**config.mk**
```make
export PLATFORM = sky130hd
export DESIGN_NAME = sysid_check_ctrl_flat
export DESIGN_NICKNAME = d
export VERILOG_FILES = /design/src/rtl/sysid_check_ctrl_if.sv /design/src/rtl/sysid_check_ctrl.sv /design/src/flat_wrapper.sv
export SDC_FILE = /design/constraint.sdc
export NUM_CORES = 1
export LEC_CHECK = 0
export ABC_AREA = 1
export BUFFER_PORTS_ARGS = -buffer_cell sky130_fd_sc_hd__buf_2
export CORE_AREA = 3 3 82 122
export DETAILED_ROUTE_END_ITERATION = 10
export DIE_AREA = 0 0 85 125
export GPL_ROUTABILITY_DRIVEN = 0
export PLACE_DENSITY_LB_ADDON = 0.12
export SLEW_MARGIN = 15
export SYNTH_ARGS = -nofsm -noshare
export SYNTH_HDL_FRONTEND = slang
export SYNTH_SLANG_ARGS = --single-unit
```
**constraint.sdc**
```tcl
create_clock -name clock -period 2 [get_ports clock]
set_clock_uncertainty 0.2 [all_clocks]
set_input_delay 0.2 -clock clock [delete_from_list [all_inputs] [get_ports clock]]
set_output_delay 0.2 -clock clock [all_outputs]
set_load 0.02 [all_outputs]
```
**src/rtl/sysid_check_ctrl_if.sv**
```systemverilog
// sysid_check_ctrl_if
// Bundles the two buses around the system-ID checker:
//   - the read-only ID slave port (word select, read strobe, read data)
//   - the CPU-facing Avalon-MM CSR slave port
// Modports:
//   master : the checker side (drives the ID slave, answers CSR accesses)
//   slave  : the environment side (ID slave model plus CSR host)
// Signals:
//   sysid_address   1   ID slave word select (0 = system ID, 1 = timestamp)
//   sysid_read      1   ID slave read strobe
//   sysid_readdata  32  ID slave read data
//   csr_address     2   CSR word select
//   csr_read        1   CSR read strobe
//   csr_write       1   CSR write strobe
//   csr_writedata   32  CSR write data
//   csr_readdata    32  CSR read data, combinational, zero wait states
interface sysid_check_ctrl_if;
  logic        sysid_address;
  logic        sysid_read;
  logic [31:0] sysid_readdata;
  logic [1:0]  csr_address;
  logic        csr_read;
  logic        csr_write;
  logic [31:0] csr_writedata;
  logic [31:0] csr_readdata;

  modport master (
    output sysid_address,
    output sysid_read,
    input  sysid_readdata,
    input  csr_address,
    input  csr_read,
    input  csr_write,
    input  csr_writedata,
    output csr_readdata
  );

  modport slave (
    input  sysid_address,
    input  sysid_read,
    output sysid_readdata,
    output csr_address,
    output csr_read,
    output csr_write,
    output csr_writedata,
    input  csr_readdata
  );
endinterface

```
**src/rtl/sysid_check_ctrl.sv**
```systemverilog
// sysid_check_ctrl
// Boot-time and on-demand checker for the read-only system-ID slave. After
// reset it reads ID word 0 (system ID) and word 1 (build timestamp), compares
// both with compile-time values, retries on mismatch and reports the verdict
// on sideband outputs and a small CSR slave. It only reports; it gates nothing.
//
// Ports:
//   clock       in   system clock
//   reset_n     in   asynchronous active-low reset
//   bus         if   sysid_check_ctrl_if.master (ID slave + CSR slave)
//   check_done  out  a check completed since the last start
//   check_pass  out  last completed check matched both words
//
// CSR map:
//   0: [0] done [1] pass [2] id_mismatch [3] ts_mismatch [4] busy
//      [11:8] retry_count; write bit0=1 while done starts a new check
//   1: captured ID   2: captured timestamp   3: {16'b0, check_count}
//
// Optional feature: define SYSID_CHECK_PERIODIC_EN to re-run a passing check
// automatically every PERIOD clocks spent in DONE.
module sysid_check_ctrl #(
  parameter logic [31:0] EXPECTED_ID        = 32'h0000_0000,
  parameter logic [31:0] EXPECTED_TIMESTAMP = 32'h5748_B343,
  parameter int          READ_LATENCY       = 0,
  parameter int          MAX_RETRIES        = 3,
  parameter int          PERIOD             = 1000000
) (
  input  logic                clock,
  input  logic                reset_n,
  sysid_check_ctrl_if.master  bus,
  output logic                check_done,
  output logic                check_pass
);

  typedef enum logic [2:0] {
    START,
    ISSUE_ID,
    WAIT_ID,
    ISSUE_TS,
    WAIT_TS,
    EVAL,
    DONE
  } state_t;

  localparam bit         LAT_ZERO      = (READ_LATENCY == 0);
  localparam logic [1:0] WAIT_LAST     = 2'((READ_LATENCY > 0) ? READ_LATENCY - 1 : 0);
  localparam logic [3:0] MAX_RETRY_CNT = 4'(MAX_RETRIES);

  state_t      state;
  state_t      state_next;

  logic        done_q;
  logic        pass_q;
  logic        busy_q;
  logic        id_mismatch;
  logic        ts_mismatch;
  logic [3:0]  retry_count;
  logic [31:0] captured_id;
  logic [31:0] captured_ts;
  logic [15:0] check_count;
  logic [1:0]  wait_count;

  logic        capture_id;
  logic        capture_ts;
  logic        enter_done;
  logic        retry;
  logic        restart;
  logic        start_req;
  logic        auto_start;
  logic        id_match;
  logic        ts_match;

  assign id_match  = (captured_id == EXPECTED_ID);
  assign ts_match  = (captured_ts == EXPECTED_TIMESTAMP);
  assign start_req = bus.csr_write && (bus.csr_address == 2'd0) && bus.csr_writedata[0];

  // Read strobes come straight from the state so an asynchronous reset
  // removes them immediately.
  assign bus.sysid_read    = (state == ISSUE_ID) || (state == ISSUE_TS);
  assign bus.sysid_address = (state == ISSUE_TS);

  assign check_done = done_q;
  assign check_pass = pass_q;

  // State register.
  always_ff @(posedge clock or negedge reset_n) begin
    if (!reset_n) begin
      state <= START;
    end else begin
      state <= state_next;
    end
  end

  // Next-state logic and per-cycle control strobes for the datapath.
  always_comb begin
    state_next = state;
    capture_id = 1'b0;
    capture_ts = 1'b0;
    enter_done = 1'b0;
    retry      = 1'b0;
    restart    = 1'b0;
    case (state)
      START: begin
        state_next = ISSUE_ID;
      end
      ISSUE_ID: begin
        if (LAT_ZERO) begin
          capture_id = 1'b1;
          state_next = ISSUE_TS;
        end else begin
          state_next = WAIT_ID;
        end
      end
      WAIT_ID: begin
        if (wait_count == WAIT_LAST) begin
          capture_id = 1'b1;
          state_next = ISSUE_TS;
        end
      end
      ISSUE_TS: begin
        if (LAT_ZERO) begin
          capture_ts = 1'b1;
          state_next = EVAL;
        end else begin
          state_next = WAIT_TS;
        end
      end
      WAIT_TS: begin
        if (wait_count == WAIT_LAST) begin
          capture_ts = 1'b1;
          state_next = EVAL;
        end
      end
      EVAL: begin
        if (id_match && ts_match) begin
          enter_done = 1'b1;
          state_next = DONE;
        end else if (retry_count < MAX_RETRY_CNT) begin
          retry      = 1'b1;
          state_next = ISSUE_ID;
        end else begin
          enter_done = 1'b1;
          state_next = DONE;
        end
      end
      DONE: begin
        if (start_req || auto_start) begin
          restart    = 1'b1;
          state_next = ISSUE_ID;
        end
      end
      default: begin
        state_next = START;
      end
    endcase
  end

  // Read-latency counter; it idles at zero so each WAIT state starts fresh.
  always_ff @(posedge clock or negedge reset_n) begin
    if (!reset_n) begin
      wait_count <= 2'd0;
    end else if (((state == WAIT_ID) || (state == WAIT_TS)) && (wait_count != WAIT_LAST)) begin
      wait_count <= wait_count + 2'd1;
    end else begin
      wait_count <= 2'd0;
    end
  end

  // Captured data, verdict flags and counters. busy is registered so that
  // every CSR word reads zero while reset is held.
  always_ff @(posedge clock or negedge reset_n) begin
    if (!reset_n) begin
      captured_id <= 32'd0;
      captured_ts <= 32'd0;
      id_mismatch <= 1'b0;
      ts_mismatch <= 1'b0;
      retry_count <= 4'd0;
      done_q      <= 1'b0;
      pass_q      <= 1'b0;
      busy_q      <= 1'b0;
      check_count <= 16'd0;
    end else begin
      busy_q <= (state_next != DONE);
      if (capture_id) begin
        captured_id <= bus.sysid_readdata;
      end
      if (capture_ts) begin
        captured_ts <= bus.sysid_readdata;
      end
      if (state == EVAL) begin
        id_mismatch <= !id_match;
        ts_mismatch <= !ts_match;
      end
      if (retry) begin
        retry_count <= retry_count + 4'd1;
      end
      if (enter_done) begin
        done_q      <= 1'b1;
        pass_q      <= id_match && ts_match;
        check_count <= check_count + 16'd1;
      end
      if (restart) begin
        done_q      <= 1'b0;
        pass_q      <= 1'b0;
        id_mismatch <= 1'b0;
        ts_mismatch <= 1'b0;
        retry_count <= 4'd0;
      end
    end
  end

`ifdef SYSID_CHECK_PERIODIC_EN
  localparam logic [31:0] PERIOD_LAST = 32'(PERIOD - 1);

  logic [31:0] period_count;

  // Dwell counter in a passing DONE; restarted on every DONE entry so the
  // next automatic check begins exactly PERIOD cycles after the last verdict.
  always_ff @(posedge clock or negedge reset_n) begin
    if (!reset_n) begin
      period_count <= 32'd0;
    end else if (enter_done) begin
      period_count <= 32'd0;
    end else if ((state == DONE) && pass_q) begin
      period_count <= period_count + 32'd1;
    end
  end

  assign auto_start = (state == DONE) && pass_q && (period_count == PERIOD_LAST);
`else
  logic [31:0] unused_period;

  assign auto_start    = 1'b0;
  assign unused_period = 32'(PERIOD);
`endif

  logic [31:0] unused_csr;
  assign unused_csr = {bus.csr_read, bus.csr_writedata[31:1]};

  // CSR read mux, purely combinational from registers so a same-cycle write
  // is not visible until the following cycle.
  always_comb begin
    bus.csr_readdata = 32'd0;
    case (bus.csr_address)
      2'd0: bus.csr_readdata = {20'd0, retry_count, 3'd0, busy_q,
                                ts_mismatch, id_mismatch, pass_q, done_q};
      2'd1: bus.csr_readdata = captured_id;
      2'd2: bus.csr_readdata = captured_ts;
      2'd3: bus.csr_readdata = {16'd0, check_count};
      default: bus.csr_readdata = 32'd0;
    endcase
  end

endmodule

```
**src/flat_wrapper.sv**
```systemverilog
// flat-port wrapper written by rule: the top's interface ports become plain ports
module sysid_check_ctrl_flat 
#(
  parameter logic [31:0] EXPECTED_ID        = 32'h0000_0000,
  parameter logic [31:0] EXPECTED_TIMESTAMP = 32'h5748_B343,
  parameter int          READ_LATENCY       = 0,
  parameter int          MAX_RETRIES        = 3,
  parameter int          PERIOD             = 1000000
)
  (clock, reset_n, check_done, check_pass, bus_sysid_address, bus_sysid_read, bus_sysid_readdata, bus_csr_address, bus_csr_read, bus_csr_write, bus_csr_writedata, bus_csr_readdata);
  sysid_check_ctrl_if bus_i ();
  input  logic clock;
  input  logic reset_n;
  output logic check_done;
  output logic check_pass;
  output wire logic [$bits(bus_i.sysid_address)-1:0] bus_sysid_address;
  output wire logic [$bits(bus_i.sysid_read)-1:0] bus_sysid_read;
  input wire logic [$bits(bus_i.sysid_readdata)-1:0] bus_sysid_readdata;
  input wire logic [$bits(bus_i.csr_address)-1:0] bus_csr_address;
  input wire logic [$bits(bus_i.csr_read)-1:0] bus_csr_read;
  input wire logic [$bits(bus_i.csr_write)-1:0] bus_csr_write;
  input wire logic [$bits(bus_i.csr_writedata)-1:0] bus_csr_writedata;
  output wire logic [$bits(bus_i.csr_readdata)-1:0] bus_csr_readdata;
  assign bus_sysid_address = bus_i.sysid_address;
  assign bus_sysid_read = bus_i.sysid_read;
  assign bus_i.sysid_readdata = bus_sysid_readdata;
  assign bus_i.csr_address = bus_csr_address;
  assign bus_i.csr_read = bus_csr_read;
  assign bus_i.csr_write = bus_csr_write;
  assign bus_i.csr_writedata = bus_csr_writedata;
  assign bus_csr_readdata = bus_i.csr_readdata;
  sysid_check_ctrl #(.EXPECTED_ID(EXPECTED_ID), .EXPECTED_TIMESTAMP(EXPECTED_TIMESTAMP), .READ_LATENCY(READ_LATENCY), .MAX_RETRIES(MAX_RETRIES), .PERIOD(PERIOD)) u_core (.clock(clock), .reset_n(reset_n), .bus(bus_i), .check_done(check_done), .check_pass(check_pass));
endmodule
```
==> run summary <==
==================================================================================================
Outcome                                                                                  completed
Number of nets still failing antenna checks after routing                                        0
Pwr dens                                                                              1442 nW/um^2
Measured slew at the worst slew-check pin                                                0.5516 ns
Switching share of power                                                                    0.3861
Count of buffer and inverter cells on the critical path                                          0
Count of TritonRoute iterations in the first routing pass                                        4
Wire per inst                                                                         15.15 microns
DR vias                                                                                       4207
Most prevalent standard cell on the critical path                                     sky130_fd_sc_hd__nand2_1
Sink Count                                                                                      94
Overall die height                                                                     125 microns
Number of DRC violations after detailed-routing iteration 0                                    184
Number of buffers added for setup after CTS                                                      0
Mean cell area of the mapped netlist                                                   8.679 sq um
Overall fraction of global-route tracks in use                                              0.2383
Cell type with the highest aggregate area in the netlist                              sky130_fd_sc_hd__dfrtp_1
Count of pins on the block boundary                                                            106
Area of the mapped netlist                                                              4921 sq um
Overflow left after global routing                                                               0
Fraction of layout instances using a drive strength above 1                                 0.2321
Leakage component of the power                                                            2.952 nW
Element type at the critical path end                                                    flip-flop
Slew margin rel.                                                                            0.6323
Site row count                                                                                  42
Part of the total power dissipated in the clock network                                      0.185
Combinational Power Share                                                                    0.438
Post-route cell area                                                                    6133 sq um
Leading post-synthesis cells by instance count                                        sky130_fd_sc_hd__nand2_1 (149), sky130_fd_sc_hd__dfrtp_1 (94), sky130_fd_sc_hd__inv_1 (60)
Number of buffers on the longest clock path                                                      2
Net count after synthesis                                                                      640
Final Hold Violating Endpoints                                                                   0
Post-synthesis register bit count                                                               94
Maximum VDD drop                                                                         0.7894 mV
Number of vias per cell after detailed routing                                               5.292
Register-to-Register Setup Slack                                                           0.18 ns
Area growth from synthesis to layout                                                        24.64%
Share of the cycle needed by the critical path after routing                                0.9092
Critical path start-end classification                                                flip-flop to flip-flop
Highest net fanout along the worst path                                                         24
Fillcell total                                                                                 714
Proportion of synthesized chip area in sequential cells                                     0.4780
Cell types with the largest area share after synthesis                                sky130_fd_sc_hd__dfrtp_1 (48%), sky130_fd_sc_hd__nand2_1 (11%), sky130_fd_sc_hd__mux2_4 (7.3%)
Pin count of the biggest net entering global routing                                            40
Effective utilization at floorplan                                                          0.5476
Width of the chip                                                                       85 microns
Crit path launch type                                                                    flip-flop
Pint                                                                                      5.428 mW
Cell with the most instances after synthesis                                          sky130_fd_sc_hd__nand2_1
Number of max-capacitance violations reported                                                    0
Max Clock Freq                                                                           549.9 MHz
Number of pins with negative max-slew slack in the final report                                  0
Core ar.                                                                                8986 sq um
Total length of routed wires                                                          12040 microns
Total negative setup slack                                                                    0 ns
Number of clock buffers inserted by TritonCTS                                                    9
Number of enable flip-flop cells after synthesis                                                 0
Setup-violating endpoint count in the final report                                               0
Post-Syn Instances                                                                             567
Slowest cell on the critical path                                                     sky130_fd_sc_hd__dfrtp_1
Primary flip-flop cell chosen by synthesis mapping                                    sky130_fd_sc_hd__dfrtp_1
Die ar.                                                                                10630 sq um
Clock root buffer master                                                              sky130_fd_sc_hd__clkbuf_16
Buffers added on ports                                                                          73
Number of synthesis warnings                                                                     0
Slowest stage delay, CP                                                                    0.41 ns
Cell family with the largest share of critical-path delay                             simple AND/OR/NAND/NOR gates
Clock insertion delay at the later pin of the skew report                                  0.34 ns
Synth cell types                                                                                34
Worst setup slack after placement                                                        0.1014 ns
TritonCTS clock tree                                                                         built
Worst-path cell chain                                                                 nor2_1 > nand2_1 > nor2_1 > nand2_1 > nor2_4 > nand2_2 > nand2_4 > nand2_8 > nand2_1 > o21ai_2
Clock transition time at the flip-flop clock pins of the worst setup and hold paths        0.06 ns
Number of H-tree branching levels                                                                3
Final routed DRC violation total                                                                 0
Unrepaired setup endpoints after global routing                                                 no
Worst hold-check path type                                                            input port to flip-flop
Wire length of the first global-routing pass                                          20290 microns
Vias in the first global route                                                                4255
Register share of total power                                                                0.377
Initial antenna violation count                                                                  0
Switching power                                                                           3.414 mW
Async set-or-reset flop fraction in the synthesized netlist                                  1.000
CP Data Arrival Time                                                                       1.85 ns
Required @ worst endpoint                                                                  2.03 ns
Final nets                                                                                     753
Post-synth top area share                                                                   0.4780
Post-route setup slack                                                                   0.1815 ns
Antenna diode count                                                                              0
Post-detail-place hpwl                                                                8572 microns
Area post-placement                                                                     5493 sq um
Final critical delay including setup and external delays                                  1.818 ns
==================================================================================================
sequential cells by signal (all words and copies together), names as in the netlist:
name                cells
u_core.retry_count      4
u_core.ts_mismatch      1
u_core.id_mismatch      1
u_core.captured_id     32
u_core.busy_q           1
u_core.check_pass       1
u_core.check_done       1
u_core.check_count     16
u_core.state            3
u_core.wait_count       2
u_core.captured_ts     32
cell type report:
cell class / count / area (sq um) / share of cell area
Sequential cell: 94 / 2352 / 0.3835
Multi-Input combinational cell: 384 / 2203 / 0.3592
Timing Repair Buffer: 121 / 889.6 / 0.1450
Clock buffer: 13 / 270.3 / 0.04406
Inverter: 70 / 262.8 / 0.04284
Tap cell: 110 / 137.6 / 0.02244
Clock inverter: 3 / 17.52 / 0.002856
per-stage QoR:
step             util  instances  total power, mW  hold WS [ns]
6_report       0.6825        795            8.843       0.08760
5_1_grt        0.6825        795            9.468        0.1116
4_1_cts        0.6800        795            8.879       0.08544
3_5_place_dp   0.6113        746            7.145       0.03088
3_3_place_gp   0.6113        746            7.023       0.02119
2_1_floorplan       -        567            6.114       -0.2956
final timing paths:
check                      depth (start not counted)                            endpoint                          startpoint
setup / recovery                                  10  u_core.check_count[15]$_DFFE_PN0P_  u_core.captured_id[11]$_DFFE_PN0P_
hold / removal                                     4   u_core.retry_count[2]$_DFFE_PN0P_                bus_csr_writedata[0]
setup reg to reg                                  10  u_core.check_count[15]$_DFFE_PN0P_  u_core.captured_id[11]$_DFFE_PN0P_
hold reg to reg                                    1      u_core.wait_count[0]$_DFF_PN0_      u_core.wait_count[0]$_DFF_PN0_
max in group asynchronous                          3   u_core.retry_count[3]$_DFFE_PN0P_                             reset_n
min in group asynchronous                          2           u_core.state[2]$_DFF_PN0_                             reset_n
cell usage in the layout (no fill, tap or decap), types with 4 or more instances in the layout:
cell and count:
sky130_fd_sc_hd__o21ai_1 30, sky130_fd_sc_hd__dlygate4sd3_1 33, sky130_fd_sc_hd__o2111ai_1 8, sky130_fd_sc_hd__a21oi_1 4
sky130_fd_sc_hd__inv_1 60, sky130_fd_sc_hd__buf_2 72, sky130_fd_sc_hd__xor2_1 13, sky130_fd_sc_hd__mux2_4 24
sky130_fd_sc_hd__mux2_1 8, sky130_fd_sc_hd__nor3_1 7, sky130_fd_sc_hd__o221ai_1 7, sky130_fd_sc_hd__o21ai_2 4
sky130_fd_sc_hd__o21ai_0 18, sky130_fd_sc_hd__buf_4 9, sky130_fd_sc_hd__dfrtp_1 94, sky130_fd_sc_hd__clkbuf_16 9
sky130_fd_sc_hd__nor2_1 55, sky130_fd_sc_hd__inv_2 10, sky130_fd_sc_hd__nor2_2 4, sky130_fd_sc_hd__nand2_1 149
sky130_fd_sc_hd__buf_12 6, sky130_fd_sc_hd__nand3_1 29
power by group through the flow:
stage	clock, mW	sequential [mW]	combinational, mW
2_1_floorplan	0	3.18	2.93
5_1_grt	1.76	3.42	4.29
3_3_place_gp	0	3.31	3.71
4_1_cts	1.67	3.32	3.89
6_report	1.64	3.33	3.87
3_5_place_dp	0	3.34	3.80
worst min-delay path, cell delays in order:
cell	delay [ns]
sky130_fd_sc_hd__buf_2	0.10
sky130_fd_sc_hd__nand3_1	0.11
sky130_fd_sc_hd__nor2_2	0.09
sky130_fd_sc_hd__nor2_1	0.08
per-layer routing:
| metal | routed length [microns] | GRT usage | up-vias |
|---|---|---|---|
| met3 | 447 | 0.03423 | 28 |
| met2 | 6150 | 0.3947 | 96 |
| met1 | 5021 | 0.3019 | 2026 |
| li1 | - | - | 2057 |
| met4 | 421 | 0.1184 | 0 |
| met5 | 0 | 0 | - |
logic make-up (layout without fill, tap and decap cells):
group | Yosys count | after routing | share of synthesized area
buffers and inverters | 89 | 207 | 0.07857
DFF | 94 | 94 | 0.4780
muxes | 32 | 32 | 0.09153
adders and majority gates | 3 | 3 | 0.007629
AOI/OAI and AO/OA | 75 | 75 | 0.09306
xor gates and xnor gates | 14 | 14 | 0.02492
and+or+nand+nor | 260 | 260 | 0.2263
timing repair:
action / CTS / global route
hold buffers: 33 / 0
endpoints found under the setup margin: 0 / 14
endpoints found under the hold margin: 101 / 0
resized for setup: 0 / 4
Power figures use the tool's default switching activity.
